**config.mk**
```make
export PLATFORM = sky130hd
export DESIGN_NAME = i2c_target_regif
export DESIGN_NICKNAME = d
export VERILOG_FILES = /design/src/rtl/i2c_target_regif.sv
export SDC_FILE = /design/constraint.sdc
export NUM_CORES = 1
export LEC_CHECK = 0
export BUFFER_PORTS_ARGS = -buffer_cell sky130_fd_sc_hd__buf_2
export CAP_MARGIN = 10
export CORE_MARGIN = 1.5
export CORE_UTILIZATION = 45
export DETAILED_ROUTE_END_ITERATION = 8
export PLACE_DENSITY = 0.71
export SYNTH_ARGS = -nofsm -noshare
export SYNTH_HDL_FRONTEND = slang
export SYNTH_SLANG_ARGS = --single-unit
```
**constraint.sdc**
```tcl
create_clock -name clock -period 2 [get_ports clock]
set_input_delay 0.3 -clock clock [delete_from_list [all_inputs] [get_ports clock]]
set_output_delay 0.3 -clock clock [all_outputs]
set_load 0.005 [all_outputs]
```
**src/rtl/i2c_target_regif.sv**
```systemverilog
// I2C register target: 7-bit address, 16-bit register pointer (MSB first), then data bytes.
// Writes become wr_en pulses and reads become rd_req fetches; the pointer auto-increments.
module i2c_target_regif #(
  parameter logic [6:0] OWN_ADDR    = 7'h29,
  parameter int         SYNC_STAGES = 2
) (
  input  logic        clock,
  input  logic        reset,
  input  logic        scl_in,
  input  logic        sda_in,
  output logic        sda_oe,
  output logic        wr_en,
  output logic [15:0] wr_addr,
  output logic [7:0]  wr_data,
  output logic        rd_req,
  output logic [15:0] rd_addr,
  input  logic [7:0]  rd_data,
  output logic        busy,
  output logic        start_det,
  output logic        stop_det
);

  typedef enum logic [3:0] {
    IDLE, ADDR, ACK_A, REG_H, ACK_H, REG_L, ACK_L, WDATA, ACK_W, RDATA, MACK, IGNORE
  } state_t;

  state_t state, next_state;

  logic [SYNC_STAGES-1:0] scl_sync, sda_sync;
  logic        scl_q, sda_q;
  logic [2:0]  bit_cnt;
  logic [7:0]  shreg;
  logic [7:0]  reg_h;
  logic [15:0] pointer;
  logic        rw;
  logic        ack_on;
  logic        rd_pend;
  logic        sda_oe_r;

  // Line synchronizers and edge detection; idle bus level is high.
  always_ff @(posedge clock) begin
    if (reset) begin
      scl_sync <= '1;
      sda_sync <= '1;
      scl_q    <= 1'b1;
      sda_q    <= 1'b1;
    end else begin
      scl_sync <= {scl_sync[SYNC_STAGES-2:0], scl_in};
      sda_sync <= {sda_sync[SYNC_STAGES-2:0], sda_in};
      scl_q    <= scl_sync[SYNC_STAGES-1];
      sda_q    <= sda_sync[SYNC_STAGES-1];
    end
  end

  logic scl, sda;
  assign scl = scl_sync[SYNC_STAGES-1];
  assign sda = sda_sync[SYNC_STAGES-1];

  logic start_c, stop_c, scl_rise, scl_fall;
  assign start_c  = scl & scl_q & sda_q & ~sda;
  assign stop_c   = scl & scl_q & ~sda_q & sda;
  assign scl_rise = scl & ~scl_q;
  assign scl_fall = ~scl & scl_q;

  logic       is_rx, is_ack, byte_done, ack_begin, ack_end, mack_rise, tx_fall;
  logic [7:0] rx_byte;
  assign is_rx     = state inside {ADDR, REG_H, REG_L, WDATA};
  assign is_ack    = state inside {ACK_A, ACK_H, ACK_L, ACK_W};
  assign rx_byte   = {shreg[6:0], sda};
  assign byte_done = is_rx & scl_rise & (bit_cnt == 3'd0);
  // ack_on marks the second half of an ACK slot (our ACK driven, or master ACK seen).
  assign ack_begin = is_ack & scl_fall & ~ack_on;
  assign ack_end   = (is_ack | (state == MACK)) & scl_fall & ack_on;
  assign mack_rise = (state == MACK) & scl_rise;
  assign tx_fall   = (state == RDATA) & scl_fall;

  always_ff @(posedge clock) begin
    if (reset) state <= IDLE;
    else       state <= next_state;
  end

  always_comb begin
    next_state = state;
    if (stop_c) begin
      next_state = IDLE;
    end else if (start_c) begin
      next_state = ADDR;
    end else begin
      case (state)
        ADDR:    if (byte_done) next_state = (rx_byte[7:1] == OWN_ADDR) ? ACK_A : IGNORE;
        REG_H:   if (byte_done) next_state = ACK_H;
        REG_L:   if (byte_done) next_state = ACK_L;
        WDATA:   if (byte_done) next_state = ACK_W;
        ACK_A:   if (ack_end)   next_state = rw ? RDATA : REG_H;
        ACK_H:   if (ack_end)   next_state = REG_L;
        ACK_L:   if (ack_end)   next_state = WDATA;
        ACK_W:   if (ack_end)   next_state = WDATA;
        RDATA:   if (tx_fall && bit_cnt == 3'd0) next_state = MACK;
        MACK: begin
          if (mack_rise && sda) next_state = IGNORE;
          else if (ack_end)     next_state = RDATA;
        end
        default: next_state = state;
      endcase
    end
  end

  logic shift_en, addr_hit, addr_done, hdr_load, ptr_load, wr_fire, rd_fire, mack_ack;
  logic oe_load, oe_val;

  always_comb begin
    // NOTE: every control gets a default before any condition so none of them can become a latch.
    shift_en  = is_rx & scl_rise;
    addr_done = (state == ADDR) & byte_done;
    addr_hit  = addr_done & (rx_byte[7:1] == OWN_ADDR);
    hdr_load  = (state == REG_H) & byte_done;
    ptr_load  = (state == REG_L) & byte_done;
    wr_fire   = (state == WDATA) & byte_done;
    mack_ack  = mack_rise & ~sda;
    rd_fire   = ((state == ACK_A) & rw & ack_on & scl_rise) | mack_ack;
    oe_load   = 1'b0;
    oe_val    = 1'b0;
    if (start_c || stop_c) begin
      oe_load = 1'b1;
    end else if (ack_begin) begin
      oe_load = 1'b1;
      oe_val  = 1'b1;
    end else if (ack_end) begin
      oe_load = 1'b1;
      oe_val  = (((state == ACK_A) && rw) || (state == MACK)) ? ~shreg[7] : 1'b0;
    end else if (tx_fall) begin
      oe_load = 1'b1;
      oe_val  = (bit_cnt == 3'd0) ? 1'b0 : ~shreg[6];
    end
  end

  // NOTE: sequential state uses non-blocking assignments only; later statements win on overlap.
  always_ff @(posedge clock) begin
    if (reset) begin
      sda_oe_r  <= 1'b0;
      wr_en     <= 1'b0;
      wr_addr   <= '0;
      wr_data   <= '0;
      rd_req    <= 1'b0;
      rd_addr   <= '0;
      busy      <= 1'b0;
      start_det <= 1'b0;
      stop_det  <= 1'b0;
      bit_cnt   <= 3'd7;
      shreg     <= '0;
      reg_h     <= '0;
      pointer   <= '0;
      rw        <= 1'b0;
      ack_on    <= 1'b0;
      rd_pend   <= 1'b0;
    end else begin
      start_det <= start_c;
      stop_det  <= stop_c;
      wr_en     <= 1'b0;
      rd_req    <= 1'b0;
      rd_pend   <= rd_req;
      if (oe_load) sda_oe_r <= oe_val;
      if (start_c) begin
        bit_cnt <= 3'd7;
        ack_on  <= 1'b0;
      end
      if (stop_c) begin
        busy   <= 1'b0;
        ack_on <= 1'b0;
      end
      if (shift_en) begin
        shreg   <= rx_byte;
        bit_cnt <= bit_cnt - 3'd1;
      end
      if (addr_done) rw <= sda;
      if (addr_hit)  busy <= 1'b1;
      if (hdr_load)  reg_h <= rx_byte;
      if (ptr_load)  pointer <= {reg_h, rx_byte};
      if (wr_fire) begin
        wr_en   <= 1'b1;
        wr_addr <= pointer;
        wr_data <= rx_byte;
      end
      if (wr_en) pointer <= pointer + 16'd1;
      if (ack_begin) ack_on <= 1'b1;
      if (ack_end) begin
        ack_on  <= 1'b0;
        bit_cnt <= 3'd7;
      end
      if (rd_fire) begin
        rd_req  <= 1'b1;
        rd_addr <= mack_ack ? pointer + 16'd1 : pointer;
      end
      if (mack_ack) begin
        pointer <= pointer + 16'd1;
        ack_on  <= 1'b1;
      end
      if (tx_fall) begin
        shreg   <= {shreg[6:0], 1'b0};
        bit_cnt <= bit_cnt - 3'd1;
      end
      // Fetched byte arrives the cycle after rd_req.
      if (rd_pend) shreg <= rd_data;
    end
  end

  // Release SDA combinationally while reset is held.
  assign sda_oe = sda_oe_r & ~reset;

endmodule
```
==> metrics.md, run 1 <==
| Metric | Value |
|---|---|
| Placed wire-length estimate | `between 8000 and 9000 µm` |
| Power consumption | `0.00425 W` |
| Slowest-stage cell, CP | `dfxtp_1` |
| Fin crit share | `93.6%` |
| Syn_nets | `roughly 550` |
| CTS tree | `done` |
| Core Footprint | `approximately 0.0097 mm²` |
| PortBufs | `57` |
| Ports | `between 50 and 60` |
| WL/cell | `between 15 and 20 µm` |
| Die X | `102 µm` |
| Die H | `102 µm` |
| FF-to-FF setup slack | `around 130 ps` |
| RSZ-0062 raised after global routing | `false` |
| WHS Endpoint | `scl_sync[0]$_SDFF_PP1_` |
| Layout area overhead | `17.2%` |
| CTS Buf Count | `9` |
| Largest stage delay on the critical path | `~520 ps` |
| Result of the run | `finished, final reports clean` |
| Routed Antenna Nets | `0` |
| Crit. End Element | `flop` |
| Routed via count | `4,184` |
| Switching share of power | `30.5%` |
| DR iter-0 viols | `roughly 490` |
| Switching power | `between 0.001 and 0.0015 W` |
| CTS max path bufs | `2` |
| Synth Cell Area | `between 0.004 and 0.005 mm²` |
| Fin Setup TNS | `0 ps` |
| Final Skew | `between 10 and 15 ps` |
| Worst-case reg-to-reg path depth | `5` |
| CP arrival | `2150 ps` |
| Crit path max fanout | `16` |
| Cell Pwr Density | `between 800 and 900 mW/mm²` |
| Worst-skew pair later-pin latency | `380 ps` |
| Clk slew on worst S/H paths | `100 ps` |
| Nets@finish | `618` |
| Starting density of the core | `approximately 46%` |
| First-pass GRT wire length | `between 15,000 and 20,000 µm` |
| DRT Wirelength | `about 12,000 µm` |
| Global placement routability congestion | `roughly 0.93` |
| Fillers | `slightly above 900` |
| Combinational share of power | `21.2%` |
| Synth Area per Inst | `a little over 8 µm²` |
| Post-route DRC | `0` |
| Post-route minimum period | `1870 ps` |
| Internal | `approximately 0.0029 W` |
| Hold_sp | `scl_in` |
| Largest net degree at the start of global routing | `27` |
| CTS sink cnt | `94` |
| Capturing point of the worst reg2reg path | `rd_addr[4]$_SDFFE_PP0P_` |
| Sequential fraction of the synthesis area | `42.4%` |
| Top FF cell, synth | `dfxtp_1` |
| Clock share of power | `31.4%` |
| GRT overflow | `0` |
| Synth warn | `0` |
| Relative slew slack | `68.9%` |
| Yosys cell types | `63` |
| Critical Path RT | `2280 ps` |
| Avg Vias per Cell | `approximately 5.6` |
| Critical path type | `flop to flop` |
| Hold crit path type | `input port to flop` |
| Tightest Pin Transition | `roughly 460 ps` |
| Async set-reset flop share out of synthesis | `0%` |
| Synth area leader | `dfxtp_1` |
| #FFs+latches synth | `94` |
| Worst R2R Start | `scl_sync[1]$_SDFF_PP1_` |
| Layout cells sized above 1 | `between 20% and 30%` |
| Die Footprint | `about 0.010 mm²` |
| Top cells by area, synth | `dfxtp_1 (42%), nand2_1 (6.8%), a21oi_1 (5.5%)` |
| Post-Synthesis Cells | `between 500 and 600` |
| P_leak | `approximately 2.2 nW` |
| CTS Root Buffer Type | `clkbuf_8` |
| Max Slew Vio Count | `0` |
| Placement Rows | `36` |
| Antenna violations before repair | `0` |
| Hold Crit Depth | `2` |
| Worst path cell trace | `or3b_4, nor2_8, nor2_4, a222oi_1, nor2_1` |
| Maxcap violations | `0` |
| Worst VDD drop | `373 µV` |
| Vias in the first global route | `about 3.8k` |
| Area occupied by multi-input gates | `approximately 0.0023 mm²` |
| Startpoint Class | `flop` |
| Register Area | `between 0.0015 and 0.002 mm²` |
| Fin. Hold Viols | `0` |
| Setup violations, final | `0` |
| Seq pwr share | `between 40% and 50%` |
| F_max | `approximately 0.53 GHz` |
| Post-synth EDFFs | `0` |
| Pre-antenna DRT Iters | `6` |
| Total GRT Usage | `23.4%` |
| H-tree levels | `3` |
| N_diodes | `0` |
| Area share of the largest cell type after synthesis | `42.4%` |
-- cell usage after synthesis (2+ instances only) --
| cell | count |
|---|---|
| nor2_2 | 2 |
| and4_1 | 2 |
| a22oi_1 | 18 |
| inv_1 | 10 |
| a222oi_1 | 7 |
| nand2b_1 | 3 |
| o211ai_1 | 3 |
| nor2b_1 | 13 |
| and2_1 | 2 |
| mux2i_1 | 17 |
| o21ai_1 | 2 |
| and2b_1 | 2 |
| and3_1 | 4 |
| clkbuf_1 | 18 |
| o21ai_2 | 2 |
| nand2_1 | 80 |
| a221oi_1 | 2 |
| a21oi_1 | 49 |
| buf_2 | 14 |
| dfxtp_1 | 94 |
| xnor2_1 | 2 |
| nor3b_1 | 4 |
| a31oi_1 | 4 |
| nor2_1 | 57 |
| or2_2 | 6 |
| buf_6 | 5 |
| nand4_1 | 3 |
| a311oi_1 | 5 |
| nor4_1 | 6 |
| a211oi_1 | 7 |
| and4b_1 | 4 |
| xor2_1 | 5 |
| nor3_1 | 16 |
| nand3_1 | 13 |
| buf_4 | 3 |
| o21ai_0 | 22 |
| o21a_1 | 5 |
| ha_1 | 3 |
-- flip-flops by register name, indices dropped and copies added (netlist names), 2 cells and up --
| signal | count |
|---|---|
| sda_sync | 2 |
| bit_cnt | 3 |
| wr_addr | 16 |
| rd_addr | 16 |
| scl_sync | 2 |
| shreg | 8 |
| state | 4 |
| wr_data | 8 |
| reg_h | 8 |
| pointer | 16 |
-- worst max-delay path by stage --
stage / start / end / slack, ps / depth (start not counted)
finish: scl_sync[1]$_SDFF_PP1_ / rd_addr[4]$_SDFFE_PP0P_ / 130 / 5
CTS: scl_sync[1]$_SDFF_PP1_ / pointer[12]$_SDFFE_PP0P_ / 60 / 5
detailed placement: scl_sync[1]$_SDFF_PP1_ / pointer[12]$_SDFFE_PP0P_ / 90 / 5
global route: scl_sync[1]$_SDFF_PP1_ / rd_addr[10]$_SDFFE_PP0P_ / 3 / 5
global placement: bit_cnt[0]$_SDFFE_PP1P_ / state[1]$_SDFFE_PP0P_ / 70 / 7
floorplan: bit_cnt[0]$_SDFFE_PP1P_ / pointer[15]$_SDFFE_PP0P_ / 260 / 8
-- metal layers --
metal,share of wire (%),GRT usage (%),wire length (µm),up-vias
li1,-,-,-,2043
met1,45,33.0,5210,1927
met2,45,35.7,5260,186
met3,8.0,3.69,937,28
met4,2.3,9.59,271,0
met5,0,0,0,-
-- placed cells by master, fill, tap and decap left out, types with 5 or more instances in the layout --
master	n
nor3_1	16
buf_2	57
a22oi_1	18
nand3_1	13
nand2_1	80
o21ai_0	22
a311oi_1	5
nor2_1	56
nor2b_1	13
inv_1	10
clkbuf_8	10
dfxtp_1	93
a222oi_1	7
a21oi_1	49
or2_2	6
mux2i_1	17
buf_4	36
a211oi_1	7
xor2_1	5
-- power by group through the flow --
stage                     logic [W]  registers, W  clock network (W)
final                      0.000900       0.00201            0.00133
after detailed placement   0.000875       0.00205                  0
after global placement     0.000856       0.00205                  0
after floorplan            0.000701       0.00198                  0
after CTS                  0.000878       0.00200            0.00135
after global routing       0.000984       0.00202            0.00144
-- through the flow --
step / cell area [µm²] / cells / hold slack [ps] / setup slack, ps / util (%)
floorplan: 4440 / 539 / 389 / 257 / -
global placement: 4960 / 723 / 393 / 65.1 / 51.2
detailed placement: 4960 / 723 / 399 / 85.5 / 51.2
CTS: 5170 / 739 / 108 / 60.4 / 53.4
global route: 5200 / 741 / 106 / 2.83 / 53.7
finish: 5200 / 741 / 107 / 129 / 53.7
-- cell type report --
type / count / area share (%)
sequential: 94 / 36.2
tap: 133 / 3.20
clock buffer: 11 / 2.72
timing repair buffer: 95 / 11.4
multi-input combinational: 393 / 44.4
clock inverter: 5 / 1.27
inverter: 10 / 0.722
-- cell families (layout without fill, tap and decap cells) --
kind of cell | after synthesis | after routing | synth area share (%)
compound gates | 135 | 135 | 19.5
xor+xnor | 7 | 7 | 1.38
fa+ha+maj | 3 | 3 | 0.846
buf+inv | 52 | 121 | 5.92
flops | 94 | 94 | 42.4
mux | 18 | 18 | 4.09
simple gates | 230 | 230 | 25.8
-- repair_timing --
action | in CTS | in global routing
hold buffers | 0 | 0
gates resized for setup | 0 | 8
setup endpoints to repair | 0 | 26
buffers inserted | 0 | 2
-- worst max-delay path, delay by kind of cell (launching register included) --
kind | cells | cell delay (ps)
AOI/OAI and AO/OA | 1 | 380
DFF | 1 | 520
and+or+nand+nor | 4 | 870
Power figures use the tool's default switching activity.
==> run 2, diff against run 1 <==
--- a/config.mk
+++ b/config.mk
@@ -5,7 +5,7 @@
 export SDC_FILE = /design/constraint.sdc
 export NUM_CORES = 1
 export LEC_CHECK = 0
-export BUFFER_PORTS_ARGS = -buffer_cell sky130_fd_sc_hd__buf_2
+export BUFFER_PORTS_ARGS = -buffer_cell sky130_fd_sc_hd__clkbuf_2
 export CAP_MARGIN = 10
 export CORE_MARGIN = 1.5
 export CORE_UTILIZATION = 45
==> metrics.md, run 2 (synthesized netlist as in run 1, its figures left out) <==
| Metric | Value |
|---|---|
| Die X | `102 µm (unchanged)` |
| Hold_sp | `sda_in` |
| Hold crit path type | `input port to flop` |
| Fin. Hold Viols | `0 (unchanged)` |
| Max Slew Vio Count | `0 (unchanged)` |
| Worst path cell trace | `nor3_1, a211o_1, o211a_1, or3_1, and4_1` |
| Largest regs | `pointer (16), rd_addr (16), wr_addr (16)` |
| Critical path type | `flop to flop` |
| Post-route minimum period | `1930 ps (+61.2 ps)` |
| Slowest-stage cell, CP | `dfxtp_1` |
| Largest net degree at the start of global routing | `31 (+15%)` |
| CTS Buf Count | `9 (unchanged)` |
| Post-route DRC | `0 (unchanged)` |
| Crit. End Element | `flop` |
| Maxcap violations | `0 (unchanged)` |
| Fin area | `0.00522 mm² (+0.24%)` |
| Worst R2R Start | `state[1]$_SDFFE_PP0P_` |
| H-tree levels | `3 (unchanged)` |
| F_max | `0.517 GHz (-3.2%)` |
| Hold Crit Depth | `2 (unchanged)` |
| DR iter-0 viols | `385 (-22%)` |
| Relative slew slack | `68.5% (-0.47 points)` |
| Final Skew | `12.8 ps (+0.230 ps)` |
| Nets@finish | `618 (unchanged)` |
| Placement Rows | `36 (unchanged)` |
| Worst VDD drop | `329 µV (-12%)` |
| N_diodes | `0 (unchanged)` |
| Result of the run | `finished, final reports clean` |
| Antenna violations before repair | `0 (unchanged)` |
| Die H | `102 µm (unchanged)` |
| FF-to-FF setup slack | `70 ps (-60 ps)` |
| PortBufs | `57 (unchanged)` |
| Layout area overhead | `17.5%` |
| Worst-skew pair later-pin latency | `370 ps (about the same)` |
| Top Metal Used | `met4` |
| CTS sink cnt | `94 (unchanged)` |
| Fin crit share | `96.6% (+3.1 points)` |
| Starting density of the core | `45.8% (unchanged)` |
| Vias in the first global route | `3,664 (-4.3%)` |
| Most frequent cells in the layout | `dfxtp_1 (93), nand2_1 (80), nor2_1 (57), clkbuf_2 (57), a21oi_1 (49)` |
| P_leak | `2.16 nW (-1.6%)` |
| Startpoint Class | `flop` |
| CTS tree | `done` |
| Met2 WL | `5320 µm (+1.2%)` |
| Core Footprint | `0.00968 mm² (unchanged)` |
| Area after DPL | `0.00498 mm² (+0.40%)` |
| Commonest non-fill, non-tap cell in the layout | `dfxtp_1` |
| DRT Wirelength | `11,600 µm (-0.68%)` |
| Clk slew on worst S/H paths | `80 ps (-20 ps)` |
| WL/cell | `15.7 µm (-0.68%)` |
| Ports | `58 (unchanged)` |
| CTS max path bufs | `2 (unchanged)` |
| Non-filler cells, final | `741 (unchanged)` |
| Capturing point of the worst reg2reg path | `state[0]$_SDFFE_PP0P_` |
| Total GRT Usage | `22.8% (-0.58 points)` |
| WHS Endpoint | `sda_sync[0]$_SDFF_PP1_` |
| GRT overflow | `0 (unchanged)` |
| Global placement routability congestion | `0.937 (+0.69%)` |
| Avg Vias per Cell | `5.72 (+1.2%)` |
| Crit path max fanout | `12 (-4)` |
| Layout cells sized above 1 | `21.9% (unchanged)` |
| Metal-1 WL | `5310 µm (+1.8%)` |
| Critical Path RT | `2260 ps (-20 ps)` |
| Cell Pwr Density | `806 mW/mm² (-1.2%)` |
| Tightest Pin Transition | `471 ps (+6.72 ps)` |
| CTS Root Buffer Type | `clkbuf_8` |
| First-pass GRT wire length | `18,400 µm (-2.7%)` |
| Largest stage delay on the critical path | `580 ps (+60 ps)` |
| Placed wire-length estimate | `8290 µm (-0.68%)` |
| Setup violations, final | `0 (unchanged)` |
| Routed via count | `4,235 (+1.2%)` |
| Pre-antenna DRT Iters | `5 (-1)` |
| Routed Antenna Nets | `0 (unchanged)` |
| Inst Count DP | `724 (+0.14%)` |
| Cts hold-fix bufs | `0 (unchanged)` |
| Worst-case reg-to-reg path depth | `5 (unchanged)` |
| CP arrival | `2190 ps (+40 ps)` |
| Die Footprint | `0.0105 mm² (unchanged)` |
| Metal3 WL | `790 µm (-16%)` |
[run 2: changes by cell type in the layout (fill, tap and decap cells not counted), sizes merged]
cell	change
clkbuf	+58
buf	-57
inv	-1
[run 2: worst max-delay path, delay by kind of cell, from the launching register on]
kind	cells	cell delay, ps
DFF	1	580
and+or+nand+nor	3	680
AOI/OAI and AO/OA	2	570
[run 2: worst max-delay path by stage]
| stage | startpoint | end | slack, ps | depth (start not counted) |
|---|---|---|---|---|
| floorplan | bit_cnt[0]$_SDFFE_PP1P_ | pointer[15]$_SDFFE_PP0P_ | 260 | 8 |
| global placement | bit_cnt[0]$_SDFFE_PP1P_ | state[1]$_SDFFE_PP0P_ | 80 | 7 |
| detailed placement | bit_cnt[0]$_SDFFE_PP1P_ | state[1]$_SDFFE_PP0P_ | 60 | 7 |
| CTS | bit_cnt[0]$_SDFFE_PP1P_ | state[1]$_SDFFE_PP0P_ | 40 | 7 |
| global route | pointer[7]$_SDFFE_PP0P_ | pointer[14]$_SDFFE_PP0P_ | -20 | 5 |
| finish | state[1]$_SDFFE_PP0P_ | state[0]$_SDFFE_PP0P_ | 70 | 5 |
[run 2: report_power, final]
| group | switching, W | leakage (nW) | internal [W] |
|---|---|---|---|
| clock network | 0.000678 | 0.0972 | 0.000621 |
| registers | 0.0000853 | 0.759 | 0.00192 |
| logic | 0.000510 | 1.30 | 0.000395 |
| total | 0.00127 | 2.16 | 0.00293 |
[run 2: through the flow]
stage	util [%]	worst slack [ps]	setup TNS (ps)	power (W)	hold WS, ps
2_1_floorplan	-	257	0	0.00268	389
3_3_place_gp	51.4	76.4	0	0.00289	396
3_5_place_dp	51.4	56.9	0	0.00291	405
4_1_cts	53.5	38.8	0	0.00420	100
5_1_grt	53.9	-18.0	-19.0	0.00440	103
6_report	53.9	67.3	0	0.00421	115
[run 2: area by class of cell]
type	count	area (µm²)
clock inverters	4	55.1
multi-input cells	393	2320
fillers	925	4470
clock buffers	12	145
flip-flops and latches	94	1880
inverters	10	37.5
repair buffers	95	608
well taps	133	166
[run 2: metal layers]
layer | track usage [%] | vias up
met5 | 0 | -
met4 | 8.75 | 0
met3 | 3.83 | 19
met2 | 35.0 | 175
met1 | 32.0 | 1997
li1 | - | 2044
[run 2: repair_timing]
item                       CTS  global route
gates resized for setup      0            10
buffers inserted             0             1
setup endpoints to repair    0            17
==> run 3, diff against run 2 <==
--- a/config.mk
+++ b/config.mk
@@ -5,12 +5,14 @@
 export SDC_FILE = /design/constraint.sdc
 export NUM_CORES = 1
 export LEC_CHECK = 0
+export ABC_AREA = 1
 export BUFFER_PORTS_ARGS = -buffer_cell sky130_fd_sc_hd__clkbuf_2
 export CAP_MARGIN = 10
 export CORE_MARGIN = 1.5
 export CORE_UTILIZATION = 45
 export DETAILED_ROUTE_END_ITERATION = 8
 export PLACE_DENSITY = 0.71
+export SLEW_MARGIN = 30
 export SYNTH_ARGS = -nofsm -noshare
 export SYNTH_HDL_FRONTEND = slang
 export SYNTH_SLANG_ARGS = --single-unit
==> metrics.md, run 3 <==
| Metric | Value |
|---|---|
| Top FF cell, synth | `dfxtp_1` |
| F_max | `0.558 GHz (+7.9%)` |
| Most frequent cells in the layout | `nand2_1 (134), nor2_1 (104), dfxtp_1 (93)` |
| Avg Vias per Cell | `5.09 (-11%)` |
| Die Footprint | `0.0107 mm² (+2.5%)` |
| Synth warn | `0 (unchanged)` |
| Placement Rows | `36 (unchanged)` |
| Post-route minimum period | `1790 ps (-141 ps)` |
| Post-synth top cells | `nand2_1 (134), nor2_1 (104), dfxtp_1 (94), inv_1 (62), nand3_1 (50)` |
| CTS tree | `done` |
| Top cells by area, synth | `dfxtp_1 (41%), nand2_1 (11%), nor2_1 (8.6%)` |
| Slowest-stage cell, CP | `dfxtp_1` |
| Critical path type | `flop to flop` |
| Vias in the first global route | `3,898 (+6.4%)` |
| M2 GR Usage | `33.7% (-1.3 points)` |
| Hold_ws | `92.5 ps (-22.7 ps)` |
| Ports | `58 (unchanged)` |
| RSZ-0062 raised after global routing | `false` |
| Area share of the largest cell type after synthesis | `41.4% (-1.0 points)` |
| Relative slew slack | `65.4% (-3.1 points)` |
| Core Footprint | `0.00977 mm² (+0.93%)` |
| Placed wire-length estimate | `8380 µm (+1.0%)` |
| Die H | `104 µm (+1.2%)` |
| Post-route DRC | `0 (unchanged)` |
| Result of the run | `finished, final reports clean` |
| Power consumption | `0.00400 W (-5.0%)` |
| Switching power | `0.00118 W (-7.0%)` |
| CTS Root Buffer Type | `clkbuf_8` |
| Clock share of power | `36.4% (+5.5 points)` |
| Hold crit path type | `input port to flop` |
| N_diodes | `0 (unchanged)` |
| Worst path cell trace | `inv_2, nor2_2, nand2_1, nor2_4, nand2_4, nand2_4, inv_4, nand2_1, o21ai_0, nor2_1` |
| Crit. End Element | `flop` |
| Commonest non-fill, non-tap cell in the layout | `nand2_1` |
| Clk slew on worst S/H paths | `100 ps (+20 ps)` |
| Setup violations, final | `0 (unchanged)` |
| Inst Count DP | `825 (+14%)` |
| Layout cells sized above 1 | `17.2% (-4.6 points)` |
| Seq pwr share | `49.4% (+1.8 points)` |
| P_leak | `2.38 nW (+10%)` |
| #FFs+latches synth | `94 (unchanged)` |
| Die X | `104 µm (+1.2%)` |
| PortBufs | `57 (unchanged)` |
| Synth Cell Area | `0.00455 mm² (+2.5%)` |
| Pre-antenna DRT Iters | `6 (+1)` |
| GR peak layer | `met2` |
| Internal | `0.00281 W (-4.1%)` |
| Antenna violations before repair | `0 (unchanged)` |
| Routed Antenna Nets | `0 (unchanged)` |
| Synth area leader | `dfxtp_1` |
| Startpoint Class | `flop` |
| First-pass GRT wire length | `19,000 µm (+3.3%)` |
| Worst VDD drop | `368 µV (+12%)` |
| Tightest Pin Transition | `519 ps (+47.8 ps)` |
| Layout area overhead | `12.9%` |
| Worst-skew pair later-pin latency | `390 ps (+20 ps)` |
| DRT Wirelength | `11,400 µm (-2.1%)` |
| Final worst slack | `208 ps (+141 ps)` |
| Largest regs | `pointer (16), rd_addr (16), wr_addr (16)` |
| Total GRT Usage | `21.9% (-0.92 points)` |
| H-tree levels | `3 (unchanged)` |
| CTS Buf Count | `9 (unchanged)` |
| GRT overflow | `0 (unchanged)` |
| Synth Area per Inst | `6.95 µm² (-16%)` |
| WL/cell | `13.5 µm (-14%)` |
| Cts hold-fix bufs | `0 (unchanged)` |
| Cell Pwr Density | `778 mW/mm² (-3.5%)` |
| Post-Synthesis Cells | `655 (+22%)` |
| Max Slew Vio Count | `0 (unchanged)` |
| Largest stage delay on the critical path | `440 ps (-140 ps)` |
| Switching share of power | `29.6% (-0.65 points)` |
| Met1 capacity usage during global routing | `30.5% (-1.4 points)` |
| Async set-reset flop share out of synthesis | `0% (unchanged)` |
| Final Skew | `13.4 ps (+0.635 ps)` |
| DR iter-0 viols | `298 (-23%)` |
| Maxcap violations | `0 (unchanged)` |
| Syn_nets | `670 (+21%)` |
| Fin Setup TNS | `0 ps (unchanged)` |
| CTS sink cnt | `94 (unchanged)` |
| DP Worst Slack | `149 ps (+91.7 ps)` |
| Yosys cell types | `35 (-44%)` |
| Non-filler cells, final | `841 (+13%)` |
| Starting density of the core | `46.6% (+0.73 points)` |
| Count leader, synth | `nand2_1` |
| CTS max path bufs | `2 (unchanged)` |
| Nets@finish | `718 (+16%)` |
| Routed via count | `4,282 (+1.1%)` |
| Post-synth EDFFs | `0 (unchanged)` |
| Sequential fraction of the synthesis area | `41.4% (-1.0 points)` |
| Largest net degree at the start of global routing | `57 (+84%)` |
| Critical Path RT | `2330 ps (+70 ps)` |
| Fin crit share | `89.6% (-7.0 points)` |
| Met3 GRT Util | `4.97% (+1.1 points)` |
| Global placement routability congestion | `0.890 (-5.0%)` |
| Combinational share of power | `14.2% (-7.3 points)` |
| CP arrival | `2120 ps (-70 ps)` |
| Crit path max fanout | `28 (+16)` |
| Fin. Hold Viols | `0 (unchanged)` |
-- run 3: power groups by stage --
stage	Combinational [W]	Sequential, W	Clock, W
2_1_floorplan	0.000457	0.00199	0
3_3_place_gp	0.000558	0.00201	0
3_5_place_dp	0.000558	0.00202	0
4_1_cts	0.000563	0.00197	0.00147
5_1_grt	0.000643	0.00198	0.00156
6_report	0.000569	0.00197	0.00145
-- run 3: what timing repair did --
item / CTS / global route
gates resized for setup: 0 / 1
hold endpoints to repair: 0 / 0
buffers inserted: 0 / 0
endpoints found under the setup margin: 0 / 6
-- run 3: logic make-up after synthesis --
logic type | share of synthesized area (%)
simple gates | 31.5
buf+inv | 9.49
fa+ha+maj | 0.825
flops | 41.4
xor+xnor | 1.54
compound gates | 15.3
-- run 3: area by class of cell --
cell class	count	area [µm²]
multi-input combinational	463	2240
clock buffer	9	124
timing repair buffer	63	343
inverter	72	273
tap	133	166
sequential	94	1880
fill	982	4640
clock inverter	7	105
-- run 3: metal layers --
metal / vias to the layer above / wire length (µm)
met2: 125 / 4970
li1: 2214 / -
met3: 15 / 642
met1: 1928 / 5620
met5: - / 0
met4: 0 / 123
-- run 3: final timing paths --
path,from,endpoint,slack [ps],depth (start not counted)
setup / recovery,state[1]$_SDFFE_PP0P_,pointer[2]$_SDFFE_PP0P_,210,10
hold / removal,sda_in,sda_sync[0]$_SDFF_PP1_,90,2
setup reg to reg,state[1]$_SDFFE_PP0P_,pointer[2]$_SDFFE_PP0P_,210,10
hold reg to reg,sda_sync[0]$_SDFF_PP1_,sda_sync[1]$_SDFF_PP1_,420,1
-- run 3: critical path: cells and delay by family (launching register included) --
family,cells,cell delay (ps)
buffers and inverters,2,230
DFF,1,440
AOI/OAI and AO/OA,1,90
and+or+nand+nor,7,950
-- run 3: through the flow --
stage | cell area [µm²] | utilization (%)
final | 5140 | 52.5
after global routing | 5140 | 52.5
after CTS | 5130 | 52.5
after detailed placement | 4910 | 50.2
after global placement | 4910 | 50.2
after floorplan | 4550 | -
